`config.mk`:
```
export PLATFORM = sky130hd
export DESIGN_NAME = fft_bundle_packer
export DESIGN_NICKNAME = d
export VERILOG_FILES = /design/src/rtl/fft_bundle_packer.sv
export SDC_FILE = /design/constraint.sdc
export NUM_CORES = 1
export LEC_CHECK = 0
export CAP_MARGIN = 25
export CORE_ASPECT_RATIO = 1.1
export CORE_MARGIN = 4
export CORE_UTILIZATION = 50
export DETAILED_ROUTE_END_ITERATION = 6
export GPL_ROUTABILITY_DRIVEN = 1
export HOLD_SLACK_MARGIN = 0.05
export PLACE_DENSITY = 0.73
export SYNTH_ARGS = -nofsm -noshare
export SYNTH_HDL_FRONTEND = slang
export SYNTH_SLANG_ARGS = --single-unit
```
`constraint.sdc`:
```
create_clock -name clk -period 5.3 [get_ports clk]
set_input_delay 1.59 -clock clk [delete_from_list [all_inputs] [get_ports clk]]
set_output_delay 1.59 -clock clk [all_outputs]
set_load 0.01 [all_outputs]
```
`src/rtl/fft_bundle_packer.sv`:
```
// Serial-to-parallel I/Q packer feeding an FFT butterfly stage.
// Samples are gathered into DEPTH-lane bundles held in a ping/pong pair of
// buffers; a bundle closes on its DEPTH-th sample or early on s_last, in
// which case the lanes that were never written read as zero.
// Optional build macro: FFT_BUNDLE_BITREV_EN places the k-th sample in lane
// bitreverse(k) for decimation-in-time ordering; natural order otherwise.
module fft_bundle_packer #(
  parameter int unsigned WIDTH = 9,
  parameter int unsigned DEPTH = 16
) (
  input  logic                    clk,
  input  logic                    rst_n,
  input  logic                    s_valid,
  output logic                    s_ready,
  input  logic                    s_last,
  input  logic signed [WIDTH-1:0] s_R,
  input  logic signed [WIDTH-1:0] s_Q,
  output logic                    m_valid,
  input  logic                    m_ready,
  output logic                    m_last,
  output logic signed [WIDTH-1:0] dout_R [DEPTH],
  output logic signed [WIDTH-1:0] dout_Q [DEPTH]
);

  localparam int unsigned AW = $clog2(DEPTH);
  localparam logic [AW-1:0] CntMax = AW'(DEPTH - 1);

  logic signed [WIDTH-1:0] buf_r_q [2][DEPTH];
  logic signed [WIDTH-1:0] buf_i_q [2][DEPTH];
  logic [1:0]    full_q, full_d;
  logic [1:0]    last_q, last_d;
  logic [AW-1:0] cnt_q, cnt_d;
  logic          wr_ptr_q, wr_ptr_d;
  logic          rd_ptr_q, rd_ptr_d;

  logic          accept;
  logic          close;
  logic          pop;
  logic [AW-1:0] lane;

`ifdef FFT_BUNDLE_BITREV_EN
  function automatic logic [AW-1:0] bitrev(input logic [AW-1:0] v);
    logic [AW-1:0] r;
    for (int i = 0; i < int'(AW); i++) begin
      r[i] = v[AW-1-i];
    end
    return r;
  endfunction

  assign lane = bitrev(cnt_q);
`else
  assign lane = cnt_q;
`endif

  // Handshake decode; ready depends only on registered state.
  assign s_ready = ~full_q[wr_ptr_q];
  assign accept  = s_valid & s_ready;
  assign close   = accept & ((cnt_q == CntMax) | s_last);
  assign pop     = full_q[rd_ptr_q] & m_ready;

  // Lane storage: the first sample of a bundle also zeroes every other lane,
  // so lanes skipped by an early s_last closure come out as zero.
  always_ff @(posedge clk) begin
    if (!rst_n) begin
      for (int b = 0; b < 2; b++) begin
        for (int l = 0; l < int'(DEPTH); l++) begin
          buf_r_q[b][l] <= '0;
          buf_i_q[b][l] <= '0;
        end
      end
    end else if (accept) begin
      for (int l = 0; l < int'(DEPTH); l++) begin
        if (AW'(l) == lane) begin
          buf_r_q[wr_ptr_q][l] <= s_R;
          buf_i_q[wr_ptr_q][l] <= s_Q;
        end else if (cnt_q == '0) begin
          buf_r_q[wr_ptr_q][l] <= '0;
          buf_i_q[wr_ptr_q][l] <= '0;
        end
      end
    end
  end

  // Next-state for fill counter, pointers and per-buffer flags. Closure
  // targets the write buffer (never full) and pop the read buffer (always
  // full), so the two never touch the same flag bit in one cycle.
  always_comb begin
    cnt_d    = cnt_q;
    wr_ptr_d = wr_ptr_q;
    rd_ptr_d = rd_ptr_q;
    full_d   = full_q;
    last_d   = last_q;
    if (accept) begin
      if (close) begin
        cnt_d            = '0;
        wr_ptr_d         = ~wr_ptr_q;
        full_d[wr_ptr_q] = 1'b1;
        last_d[wr_ptr_q] = s_last;
      end else begin
        cnt_d = cnt_q + 1'b1;
      end
    end
    if (pop) begin
      full_d[rd_ptr_q] = 1'b0;
      rd_ptr_d         = ~rd_ptr_q;
    end
  end

  // Control state registers.
  always_ff @(posedge clk) begin
    if (!rst_n) begin
      cnt_q    <= '0;
      wr_ptr_q <= 1'b0;
      rd_ptr_q <= 1'b0;
      full_q   <= '0;
      last_q   <= '0;
    end else begin
      cnt_q    <= cnt_d;
      wr_ptr_q <= wr_ptr_d;
      rd_ptr_q <= rd_ptr_d;
      full_q   <= full_d;
      last_q   <= last_d;
    end
  end

  // Present the read buffer.
  always_comb begin
    m_valid = full_q[rd_ptr_q];
    m_last  = last_q[rd_ptr_q];
    for (int l = 0; l < int'(DEPTH); l++) begin
      dout_R[l] = buf_r_q[rd_ptr_q][l];
      dout_Q[l] = buf_i_q[rd_ptr_q][l];
    end
  end

endmodule

```
==> qor.yml <==
outcome: "finished, final reports clean"
setup_violations: 0
stdcell_area_um2: 32100
detail_route.wirelength_um: 77800
synth.area.top_cells: "sky130_fd_sc_hd__edfxtp_1, sky130_fd_sc_hd__mux2_2, sky130_fd_sc_hd__nor3b_1"
pwr_density_cell_nw_per_um2: 352
synth_largest_area_cell: "sky130_fd_sc_hd__edfxtp_1"
arrival_ns: 3.04
totalNegativeSetupSlack_ns: 0
worstSetupStartpointType: "register"
synth.avg_cell_area_um2: 14.5
synth.distinct_cells: 43
slew_viol_final: 0
synth_fp_nets: 1831
min_period_over_period: 0.873
post_synth_most_frequent_cells: "sky130_fd_sc_hd__edfxtp_1, sky130_fd_sc_hd__mux2_2, sky130_fd_sc_hd__nor3b_1, sky130_fd_sc_hd__nor3_1, sky130_fd_sc_hd__clkbuf_1"
clock_sink_count: 587
skew_ns: 0.0206
drtAntennaViolNets: 0
h-tree-depth: 2
grt_util_all_layers: 0.270
endpoint_kind: "primary output"
dp.final_hpwl_um: 47600
power.leakage_nw: 11.0
grt_max_degree: 89
timing.max_cap.violations: 0
core-area_um2: 51500
drt_first_iter_violations: 2260
synth-edff-count: 576
ys_ff_latch: 587
achievable-frequency_mhz: 216
ir_worst_vdd_mv: 0.234
post_synthesis_cell_area_um2: 26200
drt_first_pass_iters: 6
postSynthCellCount: 1804
fin_util: 0.623
cts.path.max_buffers: 3
timing.hold.worst.class: "register to register"
finalWeightedCongestion: 0.856
post_detailed_route_via_to_cell_ratio: 6.24
max-slew-margin-rel: 0.263
clock_latency_ns: 0.61
layout-drive-gt1-share: 0.243
remaining_drc_errors: 0
path_clk_slew_ns: 0.07
layout-area-overhead-vs-synth_pct: 22.6
grt_setup_unrepaired: "false"
timing.critical_path.required_ns: 3.71
std_cell_rows: 87
worst-slew-pin-transition_ns: 1.10
grt_first_pass_wirelength_um: 112000
period_minus_slack_ns: 4.63
io-pin-count: 314
filler_cell_count: 3818
seq_area_frac_synth: 0.670
post_cts_hold_buffer_count: 0
hold_viol_final: 0
ys.flop_type: "sky130_fd_sc_hd__edfxtp_1"
tritoncts: "done"
post-cts-setup-buffers: 0
die_area_um2: 56000
worst_path_setup_slack_after_routing_ns: 0.675
post-layout-total-power_mw: 11.3
post_cts_resized: 0
die-width_um: 226
preCtsSetupSlack_ns: 0.982
clock_tree.root_cell: "sky130_fd_sc_hd__clkbuf_16"
die-height_um: 248
synthesis.yosys.warnings: 0
post_drt_wl_per_cell_um: 28.1
placement.cell_area_um2: 30100
synthMostInstantiatedCell: "sky130_fd_sc_hd__edfxtp_1"
cts_inserted_buffers: 54
crit_path_max_fanout: 27
numPortBuffers: 313
finish.net_count: 2089
grt_antenna_before_repair: 1
grt_remaining_overflow: 0
postSynth.asyncResetShare: 0
initial_core_util: 0.508
via_count: 17300
netlist.area_leader.share: 0.661
first_global_vias: 17100
crit_type: "register to primary output"
-- area by class of cell --
cell class,instances,area (µm²),share of cell area
clock buffers,59,1390,0.0434
well taps,667,835,0.0260
multi-input cells,1006,7770,0.242
inverters,8,30.0,0.000937
clock inverters,40,484,0.0151
repair buffers,405,4020,0.125
flip-flops and latches,587,17500,0.547
diodes,1,2.50,0.0000781
-- critical path: stages, from the launching register on --
cell                              delay (ns)
sky130_fd_sc_hd__dfxtp_1                1.04
sky130_fd_sc_hd__mux2_4                 0.41
sky130_fd_sc_hd__inv_2                  0.26
sky130_fd_sc_hd__clkdlybuf4s50_1        0.71
-- sequential cells by signal, summed over array words and instances, names as in the netlist, named ones only --
register / count
buf_i_q: 288
buf_r_q: 288
cnt_q: 4
full_q: 2
last_q: 2
rd_ptr_q: 1
wr_ptr_q: 1
-- metrics by stage --
| step | instances | hold WS [ns] |
|---|---|---|
| 4_1_cts | 2769 | 0.489 |
| 3_3_place_gp | 2662 | 0.463 |
| 6_report | 2773 | 0.489 |
| 2_1_floorplan | 1804 | 0.446 |
| 5_1_grt | 2772 | 0.514 |
| 3_5_place_dp | 2670 | 0.480 |
-- routing by layer --
layer / vias up / routed length (µm) / global-route usage
li1: 7353 / - / -
met1: 8713 / 29200 / 0.366
met2: 1063 / 38000 / 0.443
met3: 171 / 7450 / 0.0452
met4: 0 / 3120 / 0.102
met5: - / 0 / 0
-- where the power goes --
group / switching [mW] / internal (mW) / leakage, nW
Combinational: 0.942 / 0.690 / 3.88
Clock: 1.73 / 2.43 / 0.914
Sequential: 0.0899 / 5.42 / 6.19
-- cell usage in the layout (no fill, tap or decap), types with 12 or more instances in the layout --
cell                                n
sky130_fd_sc_hd__clkdlybuf4s50_1  312
sky130_fd_sc_hd__mux2_2           290
sky130_fd_sc_hd__clkbuf_16         55
sky130_fd_sc_hd__nor3b_1          271
sky130_fd_sc_hd__and3_1            18
sky130_fd_sc_hd__nand2_1           32
sky130_fd_sc_hd__buf_4             76
sky130_fd_sc_hd__nor2_1            43
sky130_fd_sc_hd__clkinv_2          12
sky130_fd_sc_hd__o21ai_2           18
sky130_fd_sc_hd__nor3_1           253
sky130_fd_sc_hd__edfxtp_1         576
-- final timing paths --
path,start,end,slack (ns),cells after the start
min reg2reg,last_q[0]$_SDFFE_PN0P_,last_q[0]$_SDFFE_PN0P_,0.49,2
max,wr_ptr_q$_SDFFE_PN0P_,s_ready,0.67,3
min,last_q[0]$_SDFFE_PN0P_,last_q[0]$_SDFFE_PN0P_,0.49,2
max reg2reg,wr_ptr_q$_SDFFE_PN0P_,buf_i_q[1][58]$_DFFE_PP_,1.84,5
-- kinds of logic (layout without fill, tap and decap cells) --
family	Yosys count	after routing	synth area share
AOI/OAI and AO/OA	56	56	0.0126
muxes	291	291	0.125
other	0	1	0
adders and majority gates	4	4	0.00191
DFF	587	587	0.670
and+or+nand+nor	655	655	0.153
buffers and inverters	211	512	0.0372
Note: power is estimated with default switching activity, not from simulation.
